[src/rtl/cmsdk_rst_pkg.sv]
// Shared constants for the Cortex-M0 reset sequencer: FSM state encodings
// and the bit positions of the sticky reset-cause register.
package cmsdk_rst_pkg;

   // FSM state encodings (2-bit, all four codes used)
   localparam logic [1:0] S_POR       = 2'd0;
   localparam logic [1:0] S_SYSHOLD   = 2'd1;
   localparam logic [1:0] S_RUN       = 2'd2;
   localparam logic [1:0] S_SYSASSERT = 2'd3;

   typedef logic [1:0] rst_state_t;

   // RSTINFO bit positions
   localparam int RI_SYSREQ = 0;
   localparam int RI_WDOG   = 1;
   localparam int RI_LOCKUP = 2;
   localparam int RI_W      = 3;

endpackage

[src/rtl/cmsdk_rst_hold_counter.sv]
// Hold-time counter shared by the power-on and system reset phases.
// clr loads zero (priority over inc); inc adds one but saturates at all-ones
// so the count never wraps. match compares the current count to target.
module cmsdk_rst_hold_counter #(
   parameter int CNT_W = 8
) (
   input  logic             clk,
   input  logic             rst,
   input  logic             clr,
   input  logic             inc,
   input  logic [CNT_W-1:0] target,
   output logic             match
);

   logic [CNT_W-1:0] cnt_q;
   logic [CNT_W-1:0] cnt_d;

   // Next count: clear wins, otherwise saturating increment
   always_comb begin
      cnt_d = cnt_q;
      if (clr) begin
         cnt_d = '0;
      end else if (inc && (cnt_q != {CNT_W{1'b1}})) begin
         cnt_d = cnt_q + CNT_W'(1);
      end
   end

   // Count register with synchronous reset to zero
   always_ff @(posedge clk) begin
      if (rst) begin
         cnt_q <= '0;
      end else begin
         cnt_q <= cnt_d;
      end
   end

   assign match = (cnt_q == target);

endmodule

[src/rtl/cmsdk_mcu_rstctrl.sv]
// Reset sequencer for the Cortex-M0 subsystem. After RST drops it releases
// PORESETn, then HRESETn. In normal running, a system-level request
// (SYSRESETREQ, watchdog, or lockup when enabled) pulses HRESETn low for
// SYS_CYCLES cycles and records the cause in the sticky RSTINFO register.
// Every output comes straight from a flop.
module cmsdk_mcu_rstctrl
   import cmsdk_rst_pkg::*;
#(
   parameter int POR_CYCLES = 16,
   parameter int SYS_CYCLES = 4,
   parameter int CNT_W      = 8
) (
   input  logic            CLK,
   input  logic            RST,
   input  logic            SYSRESETREQ,
   input  logic            WDOGRESREQ,
   input  logic            LOCKUP,
   input  logic            LOCKUPRESET_EN,
   input  logic            RSTINFO_CLR,
   output logic            PORESETn,
   output logic            HRESETn,
   output logic [RI_W-1:0] RSTINFO
);

   // The counter is cleared on entry to each hold phase, so the phase ends on
   // the edge where the count has reached (cycles - 1).
   localparam logic [CNT_W-1:0] POR_TGT = CNT_W'(POR_CYCLES - 1);
   localparam logic [CNT_W-1:0] SYS_TGT = CNT_W'(SYS_CYCLES - 1);

   rst_state_t       state_q;
   rst_state_t       state_d;
   logic             poresetn_q;
   logic             poresetn_d;
   logic             hresetn_q;
   logic             hresetn_d;
   logic [RI_W-1:0]  rstinfo_q;
   logic [RI_W-1:0]  rstinfo_d;

   logic             cnt_clr;
   logic             cnt_inc;
   logic [CNT_W-1:0] cnt_target;
   logic             cnt_match;

   logic [RI_W-1:0]  cause;
   logic             req;

   // Active request causes, one bit per RSTINFO position
   always_comb begin
      cause            = '0;
      cause[RI_SYSREQ] = SYSRESETREQ;
      cause[RI_WDOG]   = WDOGRESREQ;
      cause[RI_LOCKUP] = LOCKUP & LOCKUPRESET_EN;
   end

   assign req = |cause;

   cmsdk_rst_hold_counter #(
      .CNT_W (CNT_W)
   ) u_hold_cnt (
      .clk    (CLK),
      .rst    (RST),
      .clr    (cnt_clr),
      .inc    (cnt_inc),
      .target (cnt_target),
      .match  (cnt_match)
   );

   // Sequencer next-state, next reset levels and hold-counter control
   always_comb begin
      state_d    = state_q;
      poresetn_d = poresetn_q;
      hresetn_d  = hresetn_q;
      cnt_clr    = 1'b0;
      cnt_inc    = 1'b0;
      cnt_target = SYS_TGT;

      case (state_q)
         S_POR: begin
            cnt_target = POR_TGT;
            poresetn_d = 1'b0;
            hresetn_d  = 1'b0;
            if (cnt_match) begin
               state_d    = S_SYSHOLD;
               poresetn_d = 1'b1;
               cnt_clr    = 1'b1;
            end else begin
               cnt_inc = 1'b1;
            end
         end

         S_SYSHOLD: begin
            poresetn_d = 1'b1;
            hresetn_d  = 1'b0;
            if (cnt_match) begin
               state_d   = S_RUN;
               hresetn_d = 1'b1;
               cnt_clr   = 1'b1;
            end else begin
               cnt_inc = 1'b1;
            end
         end

         S_RUN: begin
            poresetn_d = 1'b1;
            hresetn_d  = 1'b1;
            if (req) begin
               state_d   = S_SYSASSERT;
               hresetn_d = 1'b0;
               cnt_clr   = 1'b1;
            end
         end

         S_SYSASSERT: begin
            // Requests here are ignored; a level still high is seen in S_RUN
            poresetn_d = 1'b1;
            hresetn_d  = 1'b0;
            if (cnt_match) begin
               state_d   = S_RUN;
               hresetn_d = 1'b1;
               cnt_clr   = 1'b1;
            end else begin
               cnt_inc = 1'b1;
            end
         end

         default: begin
            state_d    = S_POR;
            poresetn_d = 1'b0;
            hresetn_d  = 1'b0;
            cnt_clr    = 1'b1;
         end
      endcase
   end

   // Sticky cause register: causes are only captured in S_RUN, and a cause
   // being set beats a simultaneous clear for its own bit.
   always_comb begin
      rstinfo_d = RSTINFO_CLR ? '0 : rstinfo_q;
      if (state_q == S_RUN) begin
         rstinfo_d = rstinfo_d | cause;
      end
   end

   // State and registered outputs; RST overrides everything at the edge
   always_ff @(posedge CLK) begin
      if (RST) begin
         state_q    <= S_POR;
         poresetn_q <= 1'b0;
         hresetn_q  <= 1'b0;
         rstinfo_q  <= '0;
      end else begin
         state_q    <= state_d;
         poresetn_q <= poresetn_d;
         hresetn_q  <= hresetn_d;
         rstinfo_q  <= rstinfo_d;
      end
   end

   assign PORESETn = poresetn_q;
   assign HRESETn  = hresetn_q;
   assign RSTINFO  = rstinfo_q;

endmodule

[config.mk]
export PLATFORM = sky130hd
export DESIGN_NAME = cmsdk_mcu_rstctrl
export DESIGN_NICKNAME = d
export VERILOG_FILES = /design/src/rtl/cmsdk_rst_pkg.sv /design/src/rtl/cmsdk_rst_hold_counter.sv /design/src/rtl/cmsdk_mcu_rstctrl.sv
export SDC_FILE = /design/constraint.sdc
export NUM_CORES = 1
export LEC_CHECK = 0
export BUFFER_PORTS_ARGS = -buffer_cell sky130_fd_sc_hd__buf_2
export CORE_MARGIN = 2
export CORE_UTILIZATION = 30
export DETAILED_ROUTE_END_ITERATION = 7
export PLACE_DENSITY_LB_ADDON = 0.08
export SETUP_SLACK_MARGIN = 0.05
export SYNTH_ARGS = -nofsm -noshare
export SYNTH_HDL_FRONTEND = slang
export SYNTH_SLANG_ARGS = --single-unit
[constraint.sdc]
create_clock -name CLK -period 1.5 [get_ports CLK]
set_input_delay 0.3 -clock CLK [delete_from_list [all_inputs] [get_ports CLK]]
set_output_delay 0.3 -clock CLK [all_outputs]
set_load 0.05 [all_outputs]
==> impl_metrics.csv <==
group,metric,value,unit
run_status,outcome,"finished, violations left",
run_status,violations,"negative setup slack",
flow_run,maxCapViolations,0,
power,p_int,0.0005436,W
placed_design,routabilityCongestion,0.7289,
die,io_pins,12,
clock_tree,clk_latency,0.29,ns
cells_and_area,area_delta_synth_final,40.54,%
placed_design,io_buffers,11,
clock_tree,numCtsBuffers,3,
timing,final-max-slew-violation-count,0,
critical_path,rrSetupSlack,-0.02,ns
clock_tree,htreeDepth,1,
power,switchingPower,0.0001863,W
yosys,yosys.area.top_type,"dfxtp_1",
cells_and_area,fin_cells,149,
die,core_area,2410,sq um
die,dieArea,2905,sq um
cells_and_area,layout-drive-gt1-share,44.54,%
grt,grt_max_degree,10,
placed_design,placed_cells,140,
power,clkPwrFrac,33.8,%
route,antenna_left,0,
cells_and_area,design_area,1050,sq um
grt,track_usage,13.72,%
die,rows,18,
yosys,syn_area,747.0,sq um
yosys,syn_avg_cell_area,8.788,sq um
yosys,synthArstFlopShare,0,%
power,p_leak,0.4545,nW
yosys,synth.area.top_cells,"dfxtp_1 40%, nor2_1 6.5%, xnor2_1 4.7%, a21oi_1 4.0%, a211oi_1 3.0%",
placed_design,placed_cell_area,940.9,sq um
die,die_y,53.90,um
power,combPwrFrac,10.0,%
critical_path,required,1.67,ns
yosys,synth_edf_count,0,
power,ir_worst_vdd,0.4639,mV
critical_path,critPathKind,"reg2reg",
critical_path,max_stage_delay,0.39,ns
grt,antenna_found_initial,0,
route,drc,0,
yosys,yosysTopAreaCellShare,40.20,%
route,via_count,695,
cells_and_area,antenna_cells,0,
timing,worst_slew_pin_slew,0.2771,ns
yosys,synth.most_common_cell,"dfxtp_1",
critical_path,critPathMaxFanout,7,
power,seqPwrFrac,56.1,%
timing,relSlewSlack,81.42,%
cells_and_area,final_nets,128,
hold_path,hold_path.class,"in2reg",
yosys,postSynthCellCount,85,
die,initial_utilization,31.00,%
grt,first_global_vias,666,
yosys,yosys_warnings,0,
timing,fmaxAchievable,659.2,MHz
timing,setup_violations,5,
route,first_iter_violations,4,
critical_path,path_cells,"or3_4 > nor3_4 > a311o_2 > buf_4 > a311oi_2",
timing,worst_slack,-0.01698,ns
yosys,synth_seq_area_share,40.20,%
placed_design,dp_hpwl,1275,um
clock_tree,cts_tree,"yes",
clock_tree,cts.sinks,15,
yosys,netlist_top_cells_count,"15 x dfxtp_1, 13 x nor2_1, 6 x a21oi_1, 6 x nand2_1, 5 x inv_1",
timing,finalClockSkew,0.001283,ns
critical_path,critPathArrivalTime,1.69,ns
die,die_w,53.90,um
critical_path,crit_path_top_delay_cell,"or3_4",
grt,grt_pass1_wl,2808,um
timing,period_needed,1.517,ns
clock_tree,clock-root-buffer,"clkbuf_4",
clock_tree,cts.path.max_buffers,2,
timing,rsz0062_at_grt,"true",
clock_tree,path_clk_slew,0.10,ns
yosys,ys_types,34,
timing,fin_crit_sh,101.1,%
timing,hold_viol,0,
route,wire_per_inst,12.12,um
power,p_sw_share,25.52,%
yosys,ys_ff_latch,15,
critical_path,endpoint_kind,"register",
grt,grt-ovfl-total,0,
power,fin_total_pwr,0.0007298,W
yosys,synth_ff_type,"dfxtp_1",
route,totalWireLength,1806,um
critical_path,critPathLaunchType,"register",
critical_path,critPathTopFamily,"simple AND/OR/NAND/NOR gates",
power,p_per_area,695.2,nW/um^2
route,drt-vias-per-instance,4.664,
critical_path,path_buf_inv,1,
clock_tree,cts_hold_buf,0,
yosys,syn-num-nets,93,
route,drtPass1Iterations,3,
worst reg2reg max path, delay by kind of cell, from the launching register on:
kind | cells | cell delay, ns
AOI/OAI and AO/OA | 2 | 0.33
buffers and inverters | 1 | 0.13
DFF | 1 | 0.34
and+or+nand+nor | 2 | 0.60
cell type report:
type / count / area, sq um
clock buffers: 3 / 22.52
flip-flops and latches: 15 / 302.8
clock inverters: 1 / 5.005
repair buffers: 33 / 232.7
well taps: 30 / 37.54
inverters: 5 / 18.77
multi-input cells: 62 / 430.4
fillers: 259 / 1360
power groups by stage:
stage / Sequential [W] / Clock [W] / Combinational (W)
after global placement: 0.000419 / 0 / 0.0000667
after CTS: 0.000410 / 0.000258 / 0.0000711
after detailed placement: 0.000419 / 0 / 0.0000662
after floorplan: 0.000420 / 0 / 0.0000402
after global routing: 0.000410 / 0.000265 / 0.0000815
final: 0.000410 / 0.000247 / 0.0000732
final timing paths:
check / end / from / cells past startpoint
min: state_q[1]$_SDFFE_PP0P_ / RST / 2
max: u_hold_cnt.cnt_q[6]$_SDFFE_PP0P_ / u_hold_cnt.cnt_q[4]$_SDFFE_PP0P_ / 5
min reg2reg: state_q[1]$_SDFFE_PP0P_ / state_q[1]$_SDFFE_PP0P_ / 2
max reg2reg: u_hold_cnt.cnt_q[6]$_SDFFE_PP0P_ / u_hold_cnt.cnt_q[4]$_SDFFE_PP0P_ / 5
sequential cells by signal, indices dropped and copies added, names as in the netlist:
register          cells
u_hold_cnt.cnt_q      8
state_q               2
RSTINFO               3
PORESETn              1
HRESETn               1
placed cells by master (no fill, tap or decap), types with 2 or more instances in the layout:
cell type  count
buf_4         21
dfxtp_1       13
nor2_1        13
buf_2         11
nand2_1        6
a21oi_1        6
nand3_1        4
xnor2_1        4
inv_1          4
a211oi_1       3
clkbuf_4       3
a22oi_1        2
dfxtp_2        2
per-layer routing:
| layer | GRT usage, % | wire, um | share of wire (%) |
|---|---|---|---|
| met5 | 0 | 0 | 0 |
| met3 | 2.500 | 49 | 2.7 |
| met1 | 18.09 | 873 | 48 |
| met2 | 21.54 | 866 | 48 |
| met4 | 6.410 | 16 | 0.89 |
per-stage QoR:
stage	utilization (%)	hold WS (ns)	TNS, ns	setup WS [ns]
floorplan	-	0.4483	0	0.003105
global placement	39.04	0.4804	-0.6702	-0.1737
detailed placement	39.04	0.4830	-0.5985	-0.1639
CTS	41.43	0.2497	-0.05309	-0.02073
global route	43.56	0.2772	-0.6626	-0.09654
finish	43.56	0.2518	-0.04548	-0.01698
cells by family (layout without fill, tap and decap cells):
group	after synthesis	count (layout)	share of synthesized area [%]
compound gates	19	19	18.09
xor+xnor	4	4	4.690
fa+ha+maj	1	1	1.675
buf+inv	8	42	6.030
flops	15	15	40.20
mux	2	2	3.182
simple gates	36	36	26.13
repair_timing:
action	in CTS	in global routing
setup endpoints to repair	8	11
gates resized for setup	5	5
pin swaps	1	0
buffers inserted	2	3
(Power assumes the default switching activity.)
